$ cat config.mk
export PLATFORM = sky130hd
export DESIGN_NAME = mem_port_arbiter_flat
export DESIGN_NICKNAME = d
export VERILOG_FILES = /design/src/rtl/mem_port_arbiter_if.sv /design/src/rtl/mem_port_arbiter.sv /design/src/flat_wrapper.sv
export SDC_FILE = /design/constraint.sdc
export NUM_CORES = 1
export LEC_CHECK = 0
export BUFFER_PORTS_ARGS = -buffer_cell sky130_fd_sc_hd__buf_2
export CAP_MARGIN = 10
export CORE_UTILIZATION = 44
export CTS_BUF_LIST = sky130_fd_sc_hd__clkbuf_8
export CTS_CLUSTER_DIAMETER = 150
export DETAILED_ROUTE_END_ITERATION = 10
export PLACE_DENSITY = 0.76
export SYNTH_ARGS = -nofsm -noshare
export SYNTH_HDL_FRONTEND = slang
export SYNTH_SLANG_ARGS = --single-unit
$ cat constraint.sdc
create_clock -name clk -period 1.8 [get_ports clk]
set_clock_uncertainty 0.2 [all_clocks]
set_input_delay 0.18 -clock clk [delete_from_list [all_inputs] [get_ports clk]]
set_output_delay 0.18 -clock clk [all_outputs]
set_load 0.01 [all_outputs]
$ cat src/rtl/mem_port_arbiter_if.sv
// Bundles the fetch port, data port and shared-memory port around mem_port_arbiter.
// slave is the arbiter's view; master is the view of the pipeline plus memory model.
interface mem_port_arbiter_if #(
  parameter int AW = 8,
  parameter int DW = 32
);
  logic          if_req;
  logic [AW-1:0] if_addr;
  logic [DW-1:0] if_rdata;
  logic          if_ready;
  logic          d_req;
  logic          d_we;
  logic [AW-1:0] d_addr;
  logic [DW-1:0] d_wdata;
  logic [DW-1:0] d_rdata;
  logic          d_ready;
  logic          if_stall;
  logic          d_stall;
  logic          mem_en;
  logic          mem_we;
  logic [AW-1:0] mem_addr;
  logic [DW-1:0] mem_wdata;
  logic [DW-1:0] mem_rdata;
  logic          busy;

  modport slave (
    input  if_req, if_addr, d_req, d_we, d_addr, d_wdata, mem_rdata,
    output if_rdata, if_ready, d_rdata, d_ready, if_stall, d_stall,
           mem_en, mem_we, mem_addr, mem_wdata, busy
  );

  modport master (
    output if_req, if_addr, d_req, d_we, d_addr, d_wdata, mem_rdata,
    input  if_rdata, if_ready, d_rdata, d_ready, if_stall, d_stall,
           mem_en, mem_we, mem_addr, mem_wdata, busy
  );
endinterface

$ cat src/rtl/mem_port_arbiter.sv
// Shares one fixed-latency single-port memory between instruction fetch and data ports.
// Define MEM_ARB_RR_EN for round-robin tie-breaking; otherwise data wins every tie.
module mem_port_arbiter #(
  parameter int AW  = 8,
  parameter int DW  = 32,
  parameter int LAT = 2
) (
  input logic               clk,
  input logic               reset,
  mem_port_arbiter_if.slave bus
);
  localparam logic [1:0] ST_IDLE  = 2'd0;
  localparam logic [1:0] ST_ISSUE = 2'd1;
  localparam logic [1:0] ST_WAIT  = 2'd2;
  localparam logic [1:0] ST_RESP  = 2'd3;
  localparam logic [3:0] CNT_LOAD = 4'(LAT - 1);

  logic [1:0]    state_q, state_d;
  logic [3:0]    cnt_q, cnt_d;
  logic          owner_data_q, owner_data_d;
  logic [AW-1:0] addr_q, addr_d;
  logic          we_q, we_d;
  logic [DW-1:0] wdata_q, wdata_d;
  logic [DW-1:0] if_rdata_q, if_rdata_d;
  logic [DW-1:0] d_rdata_q, d_rdata_d;
  logic          grant_data;
  logic          if_ready, d_ready;

`ifdef MEM_ARB_RR_EN
  logic last_data_q, last_data_d;
  // On a tie the port that was not granted last goes first.
  assign grant_data = bus.d_req & (~bus.if_req | ~last_data_q);
`else
  assign grant_data = bus.d_req;
`endif

  always_comb begin
    state_d      = state_q;
    cnt_d        = cnt_q;
    owner_data_d = owner_data_q;
    addr_d       = addr_q;
    we_d         = we_q;
    wdata_d      = wdata_q;
    if_rdata_d   = if_rdata_q;
    d_rdata_d    = d_rdata_q;
`ifdef MEM_ARB_RR_EN
    last_data_d  = last_data_q;
`endif
    case (state_q)
      ST_IDLE: begin
        if (bus.if_req | bus.d_req) begin
          owner_data_d = grant_data;
          addr_d       = grant_data ? bus.d_addr : bus.if_addr;
          we_d         = grant_data & bus.d_we;
          wdata_d      = grant_data ? bus.d_wdata : wdata_q;
`ifdef MEM_ARB_RR_EN
          last_data_d  = grant_data;
`endif
          state_d      = ST_ISSUE;
        end
      end
      ST_ISSUE: begin
        cnt_d   = CNT_LOAD;
        state_d = ST_WAIT;
      end
      ST_WAIT: begin
        if (cnt_q == 4'd0) begin
          // mem_rdata is valid exactly LAT cycles after the strobe; writes leave rdata alone.
          if (!owner_data_q)
            if_rdata_d = bus.mem_rdata;
          else if (!we_q)
            d_rdata_d = bus.mem_rdata;
          state_d = ST_RESP;
        end else begin
          cnt_d = cnt_q - 4'd1;
        end
      end
      default: state_d = ST_IDLE;
    endcase
  end

  always_ff @(posedge clk) begin
    if (reset) begin
      state_q      <= ST_IDLE;
      cnt_q        <= 4'd0;
      owner_data_q <= 1'b0;
      addr_q       <= '0;
      we_q         <= 1'b0;
      wdata_q      <= '0;
      if_rdata_q   <= '0;
      d_rdata_q    <= '0;
`ifdef MEM_ARB_RR_EN
      last_data_q  <= 1'b1;
`endif
    end else begin
      state_q      <= state_d;
      cnt_q        <= cnt_d;
      owner_data_q <= owner_data_d;
      addr_q       <= addr_d;
      we_q         <= we_d;
      wdata_q      <= wdata_d;
      if_rdata_q   <= if_rdata_d;
      d_rdata_q    <= d_rdata_d;
`ifdef MEM_ARB_RR_EN
      last_data_q  <= last_data_d;
`endif
    end
  end

  assign if_ready      = (state_q == ST_RESP) & ~owner_data_q;
  assign d_ready       = (state_q == ST_RESP) & owner_data_q;
  assign bus.if_ready  = if_ready;
  assign bus.d_ready   = d_ready;
  assign bus.if_stall  = bus.if_req & ~if_ready;
  assign bus.d_stall   = bus.d_req & ~d_ready;
  assign bus.if_rdata  = if_rdata_q;
  assign bus.d_rdata   = d_rdata_q;
  assign bus.mem_en    = (state_q == ST_ISSUE);
  assign bus.mem_we    = we_q;
  assign bus.mem_addr  = addr_q;
  assign bus.mem_wdata = wdata_q;
  assign bus.busy      = (state_q != ST_IDLE);
endmodule
$ cat src/flat_wrapper.sv
// flat-port wrapper written by rule: the top's interface ports become plain ports
module mem_port_arbiter_flat 
#(
  parameter int AW  = 8,
  parameter int DW  = 32,
  parameter int LAT = 2
)
  (clk, reset, bus_if_req, bus_if_addr, bus_d_req, bus_d_we, bus_d_addr, bus_d_wdata, bus_mem_rdata, bus_if_rdata, bus_if_ready, bus_d_rdata, bus_d_ready, bus_if_stall, bus_d_stall, bus_mem_en, bus_mem_we, bus_mem_addr, bus_mem_wdata, bus_busy);
  mem_port_arbiter_if #(.AW(AW), .DW(DW)) bus_i ();
  input logic clk;
  input logic reset;
  input wire logic [$bits(bus_i.if_req)-1:0] bus_if_req;
  input wire logic [$bits(bus_i.if_addr)-1:0] bus_if_addr;
  input wire logic [$bits(bus_i.d_req)-1:0] bus_d_req;
  input wire logic [$bits(bus_i.d_we)-1:0] bus_d_we;
  input wire logic [$bits(bus_i.d_addr)-1:0] bus_d_addr;
  input wire logic [$bits(bus_i.d_wdata)-1:0] bus_d_wdata;
  input wire logic [$bits(bus_i.mem_rdata)-1:0] bus_mem_rdata;
  output wire logic [$bits(bus_i.if_rdata)-1:0] bus_if_rdata;
  output wire logic [$bits(bus_i.if_ready)-1:0] bus_if_ready;
  output wire logic [$bits(bus_i.d_rdata)-1:0] bus_d_rdata;
  output wire logic [$bits(bus_i.d_ready)-1:0] bus_d_ready;
  output wire logic [$bits(bus_i.if_stall)-1:0] bus_if_stall;
  output wire logic [$bits(bus_i.d_stall)-1:0] bus_d_stall;
  output wire logic [$bits(bus_i.mem_en)-1:0] bus_mem_en;
  output wire logic [$bits(bus_i.mem_we)-1:0] bus_mem_we;
  output wire logic [$bits(bus_i.mem_addr)-1:0] bus_mem_addr;
  output wire logic [$bits(bus_i.mem_wdata)-1:0] bus_mem_wdata;
  output wire logic [$bits(bus_i.busy)-1:0] bus_busy;
  assign bus_i.if_req = bus_if_req;
  assign bus_i.if_addr = bus_if_addr;
  assign bus_i.d_req = bus_d_req;
  assign bus_i.d_we = bus_d_we;
  assign bus_i.d_addr = bus_d_addr;
  assign bus_i.d_wdata = bus_d_wdata;
  assign bus_i.mem_rdata = bus_mem_rdata;
  assign bus_if_rdata = bus_i.if_rdata;
  assign bus_if_ready = bus_i.if_ready;
  assign bus_d_rdata = bus_i.d_rdata;
  assign bus_d_ready = bus_i.d_ready;
  assign bus_if_stall = bus_i.if_stall;
  assign bus_d_stall = bus_i.d_stall;
  assign bus_mem_en = bus_i.mem_en;
  assign bus_mem_we = bus_i.mem_we;
  assign bus_mem_addr = bus_i.mem_addr;
  assign bus_mem_wdata = bus_i.mem_wdata;
  assign bus_busy = bus_i.busy;
  mem_port_arbiter #(.AW(AW), .DW(DW), .LAT(LAT)) u_core (.clk(clk), .reset(reset), .bus(bus_i));
endmodule
==> results of run 1 <==
-- synth_stat cells (all sizes together) (2+ instances only) --
cell / number
a21oi: 35
buf: 11
nand3b: 3
inv: 6
dfxtp: 112
nor2: 12
nand2b: 98
a211oi: 10
and2: 2
nor2b: 3
nand2: 66
clkbuf: 23
nor3: 3
mux2i: 73
ha: 5
-- worst max-delay path, stage by stage, from the launching register on --
cell	delay [ns]
dfxtp_2	0.34
buf_6	0.12
ha_4	0.15
and2b_1	0.16
buf_4	0.13
buf_2	0.13
-- routing by layer --
layer / global-route usage (%) / wire (microns)
met1: 27.03 / 5543
met2: 41.62 / 6415
met3: 6.955 / 996
met4: 8.673 / 305
met5: 0 / 0
-- stage by stage --
| step | total power (W) | util (%) |
|---|---|---|
| final | 0.007252 | 69.72 |
| after global routing | 0.007652 | 69.72 |
| after CTS | 0.007048 | 68.44 |
| after detailed placement | 0.005392 | 58.30 |
| after global placement | 0.005299 | 58.30 |
| after floorplan | 0.004458 | - |
-- power breakdown --
part	leakage, nW	internal, W	switching [W]
clock	0.0840	0.000641	0.000855
combinational	2.30	0.00129	0.00134
sequential	0.912	0.00289	0.000232
-- path summary, 6_finish.rpt --
path / start / slack, ns / end / cells after the start
max: u_core.state_q[1] / 0.02 / bus_if_ready / 5
min: bus_if_addr[1] / 0.005 / u_core.bus.mem_addr[1] / 3
max reg2reg: u_core.state_q[0] / 0.03 / u_core.bus.if_rdata[13] / 8
min reg2reg: u_core.bus.mem_wdata[28] / 0.26 / u_core.bus.mem_wdata[28] / 2
-- what timing repair did --
action                                  CTS  global route
gates resized for setup                   6            11
buffers inserted                          1             2
endpoints found under the hold margin   104             0
endpoints found under the setup margin   24            66
pin swaps                                 1             1
cloned                                    0             2
hold buffers                             78             0
-- sequential cells by signal, summed over array words and instances, names as in the netlist --
register	cells
u_core.bus.mem_we	1
u_core.state_q	2
u_core.cnt_q	4
u_core.bus.d_rdata	32
u_core.bus.mem_wdata	32
u_core.bus.mem_addr	8
u_core.bus.if_rdata	32
u_core.owner_data_q	1
-- cells by family after synthesis --
| logic type | Yosys count | synth area share (%) |
|---|---|---|
| buffers and inverters | 40 | 4.040 |
| AOI/OAI and AO/OA | 51 | 6.470 |
| DFF | 112 | 48.92 |
| adders and majority gates | 5 | 1.365 |
| muxes | 74 | 16.19 |
| and+or+nand+nor | 195 | 23.01 |
-- cell type report --
| cell class | count | area (sq um) |
|---|---|---|
| clock buffer | 9 | 123.9 |
| inverter | 6 | 22.52 |
| clock inverter | 6 | 68.82 |
| tap | 133 | 166.4 |
| multi-input combinational | 325 | 2213 |
| fill | 689 | 3014 |
| sequential | 112 | 2246 |
| timing repair buffer | 297 | 2100 |
==> qor.csv, run 1 <==
stage,metric,value,unit
yosys,count of state elements after synthesis,112,
sta,Worst Max-Slew Pin Slew,0.2881,ns
die,die area,10830,sq um
layout,post-route cell area,6940,sq um
pwr,Pleak,3.297,nW
sta,Fin. Hold Viols,0,
layout,Ant. Diodes,0,
pwr,PD cells,1045,nW/um^2
grt,Total Routing Usage GR,23.65,%
placed_design,Placed Instances,790,
die,initial core utilization,46.04,%
worst_setup_path,Startpoint Class,flop,
layout,fin cells,888,
clock_tree,root buf cell,clkbuf_8,
clock_tree,CTS sink cnt,112,
run,Max Cap Viol,0,
route,1st-iter DRT viols,279,
grt,vias in the first global route,4464,
worst_setup_path,Worst Path Max Fanout,3,
placed_design,port buffer count,195,
yosys,Syn Nets,567,
sta,Tcrit/Tclk final,98.97,%
yosys,Ys Warns,0,
sta,Fin Hold WS,0.004933,ns
min_path,Tightest Hold Check Type,in -> reg,
yosys,average cell area after synthesis,9.608,sq um
route,Post-Route WL,13260,microns
worst_setup_path,Worst Path Arrival,1.40,ns
sta,Tmin final,1.781,ns
worst_setup_path,critical path data required time,1.42,ns
route,residual DRC count,0,
yosys,Synth cell types,36,
pwr,Peak VDD IR,0.4800,mV
placed_design,post-detail-place hpwl,7999,microns
placed_design,pre-CTS setup slack,-0.02498,ns
layout,final net count,841,
route,wire per inst,14.93,microns
yosys,Post-Synthesis Cells,477,
sta,slack of the critical path,0.01852,ns
die,core area,9955,sq um
layout,layout cell share with drive strength beyond 1,33.51,%
yosys,Yosys top cell area share,48.92,%
die,I/O Pins,196,
sta,RSZ-0062 raised after global routing,yes,
sta,total negative slack,0,ns
outcome,status,"finished, final reports clean",
yosys,cell taking the most area after synthesis,dfxtp_1,
route,Routed Antenna Nets,0,
grt,largest net degree at the start of global routing,60,
yosys,synthesized area,4583,sq um
clock_tree,H-tree depth,3,
yosys,ys flop type,dfxtp_1,
placed_design,Placed Area,5803,sq um
worst_setup_path,Crit. End Element,primary output,
clock_tree,CTS tree,yes,
grt,initial antenna violation count,0,
yosys,asr flop ratio synth,0,%
layout,most frequent cells in the layout,"buf_2, dfxtp_1, nand2b_1",
route,vias post-DR,4380,
clock_tree,"CTS clk-pin slew, worst paths",0.10,ns
sta,Fmax achieved,561.3,MHz
yosys,"EDFF count, synth",0,
grt,first-pass GRT wire length,20710,microns
clock_tree,clock latency on the worst-skew pair,0.36,ns
yosys,synth top area cells,"dfxtp_1, mux2i_1, nand2b_1",
layout,area growth from synthesis to layout,51.43,%
clock_tree,Max Root-Sink Buffers,2,
grt,GR Overflow Total,0,
sta,final setup vio count,0,
route,Pre-antenna DRT Iters,5,
layout,"commonest non-fill, non-tap cell in the layout",buf_2,
worst_setup_path,Setup CP Type,reg -> out,
die,die height,104.1,microns
sta,Max Slew Vio Count,0,
route,via/cell ratio,4.932,
placed_design,Placer Congestion,0.8206,
die,row count,36,
die,die width,104.1,microns
yosys,post-synthesis sequential area ratio,48.92,%
sta,Slew HR,80.65,%
clock_tree,Num CTS Buffers,9,
Power figures use the tool's default switching activity.
==> run 2, diff against run 1 <==
==> constraint.sdc (replaced) <==
create_clock -name clk -period 1.5 [get_ports clk]
set_clock_uncertainty 0.2 [all_clocks]
set_input_delay 0.15 -clock clk [delete_from_list [all_inputs] [get_ports clk]]
set_output_delay 0.15 -clock clk [all_outputs]
set_load 0.01 [all_outputs]
==> qor.csv, run 2 (same netlist as run 1, synthesis figures left out) <==
stage,metric,value,unit
pwr,Power Total,0.01039,W
route,via/cell ratio,5.091,
min_path,Tightest Hold Check Type,in -> reg,
clock_tree,"CTS clk-pin slew, worst paths",0.10,ns
sta,Max Slew Vio Count,0,
pwr,Peak VDD IR,0.7412,mV
sta,Slew HR,80.24,%
grt,vias in the first global route,4448,
pwr,Pleak,3.739,nW
die,die height,104.1,microns
worst_setup_path,Worst Path Arrival,1.53,ns
worst_setup_path,Crit. End Element,primary output,
worst_setup_path,Slowest cell on crit path,dfxtp_2,
sta,Fin. Hold Viols,0,
worst_setup_path,worst r2r dst,u_core.state_q[0],
min_path,Hold Crit Endpoint,u_core.owner_data_q,
layout,final net count,871,
sta,slack of the critical path,-0.3779,ns
die,core area,9955,sq um
route,Pre-antenna DRT Iters,4,
layout,most frequent cells in the layout,"buf_2, dfxtp_1, nand2b_1",
worst_setup_path,Critical R2R Launch,u_core.cnt_q[1],
placed_design,post-detail-place hpwl,7849,microns
run,Max Cap Viol,0,
route,residual DRC count,0,
min_path,number of cells on the worst hold path,4,
route,1st-iter DRT viols,181,
sta,RSZ-0062 raised after global routing,yes,
sta,Worst Max-Slew Pin Slew,0.2941,ns
grt,GR Overflow Total,0,
route,wire per inst,17.72,microns
sta,Fin Hold WS,0.1246,ns
sta,final setup vio count,118,
outcome,status,"finished, violations left",
sta,Tcrit/Tclk final,125.2,%
clock_tree,H-tree depth,3,
layout,fin cells,921,
worst_setup_path,critical path cell sequence,buf_6 > ha_4 > and2b_1 > nor2b_2 > buf_2,
worst_setup_path,Critical Path Start,u_core.state_q[0],
sta,Tmin final,1.878,ns
worst_setup_path,WP buf/inv,2,
placed_design,Placer Congestion,0.7567,
sta,Fmax achieved,532.5,MHz
worst_setup_path,Setup CP Type,reg -> out,
grt,first-pass GRT wire length,20780,microns
route,Post-Route WL,16320,microns
placed_design,Placed Instances,798,
layout,area growth from synthesis to layout,71.69,%
worst_setup_path,Register-to-Register Path Depth,5,
worst_setup_path,largest delay contributor family on the critical path,simple AND/OR/NAND/NOR gates,
layout,layout cell share with drive strength beyond 1,47.20,%
outcome,failing checks,negative setup slack,
worst_setup_path,r2r setup slk,-0.33,ns
pwr,PD cells,1321,nW/um^2
grt,Total Routing Usage GR,23.80,%
route,Routed Antenna Nets,0,
placed_design,port buffer count,195,
clock_tree,root buf cell,clkbuf_8,
grt,initial antenna violation count,2,
die,row count,36,
die,I/O Pins,196,
clock_tree,Max Root-Sink Buffers,2,
die,die area,10830,sq um
die,die width,104.1,microns
worst_setup_path,crit-path max cell delay,0.35,ns
clock_tree,clock latency on the worst-skew pair,0.36,ns
clock_tree,Num CTS Buffers,9,
worst_setup_path,critical path data required time,1.15,ns
grt,largest net degree at the start of global routing,65,
layout,Fill cells,617,
worst_setup_path,Worst Path Max Fanout,2,
min_path,HP Start,bus_d_req,
worst_setup_path,Startpoint Class,flop,
layout,"commonest non-fill, non-tap cell in the layout",buf_2,
clock_tree,CTS sink cnt,112,
route,vias post-DR,4689,
clock_tree,CTS tree,yes,
die,initial core utilization,46.04,%
run 2: changes by cell type in the layout (fill, tap and decap cells not counted), moves of 7 or more:
cell,change
a211oi_1,-10
buf_4,+11
a211oi_2,+10
a21oi_2,+31
nor2_1,-8
buf_6,+9
nand2_1,-32
nand2_4,+27
a21oi_1,-31
nor2_4,+7
run 2: what timing repair did:
| action | CTS | global route |
|---|---|---|
| gates cloned | 3 | 8 |
| gates resized for setup | 22 | 142 |
| hold buffers | 82 | 1 |
| setup buffers | 4 | 11 |
| hold endpoints to repair | 106 | 1 |
| setup endpoints to repair | 117 | 118 |
| pin swaps | 2 | 56 |
run 2: worst max path at each step:
| stage | slack, ns | cells past startpoint | to |
|---|---|---|---|
| 2_1_floorplan | -0.26 | 7 | u_core.bus.d_rdata[10] |
| 3_3_place_gp | -0.19 | 5 | u_core.cnt_q[3] |
| 3_5_place_dp | -0.23 | 5 | u_core.state_q[0] |
| 4_1_cts | -0.24 | 6 | u_core.bus.d_rdata[10] |
| 5_1_grt | -0.42 | 5 | bus_if_stall |
| 6_report | -0.38 | 5 | bus_if_stall |
run 2: worst min-delay path, delay by kind of cell:
family / cells / cell delay (ns)
buffers and inverters: 1 / 0.20
AO/OA/AOI/OAI: 2 / 0.25
AND/OR/NAND/NOR: 1 / 0.05
run 2: metal layers:
metal | up-vias | track usage [%] | routed length [microns]
met1 | 2229 | 25.13 | 6200
met4 | 0 | 11.73 | 743
li1 | 2186 | - | -
met3 | 70 | 4.511 | 782
met2 | 204 | 44.86 | 8589
met5 | - | 0 | 0
run 2: final cells by class:
type | count | area, sq um | share of cell area, %
diodes | 2 | 5.005 | 0.06360
clock buffers | 14 | 192.7 | 2.449
clock inverters | 2 | 11.26 | 0.1431
inverters | 6 | 25.02 | 0.3180
multi-input cells | 326 | 2733 | 34.73
flip-flops and latches | 112 | 2250 | 28.59
well taps | 133 | 166.4 | 2.115
repair buffers | 326 | 2486 | 31.59
run 2: stage by stage:
step	setup slack, ns	TNS [ns]	cell area, sq um	utilization, %
floorplan	-0.2562	-9.480	4677	-
global placement	-0.1890	-11.59	5952	59.79
detailed placement	-0.2305	-15.54	5952	59.79
CTS	-0.2390	-17.57	7183	72.16
global route	-0.4152	-33.20	7869	79.05
finish	-0.3779	-26.55	7869	79.05
run 2: report_power, final:
group,total [W],switching [W],internal (W)
combinational,0.00474,0.00239,0.00235
clock,0.00185,0.00102,0.000830
sequential,0.00381,0.000336,0.00347
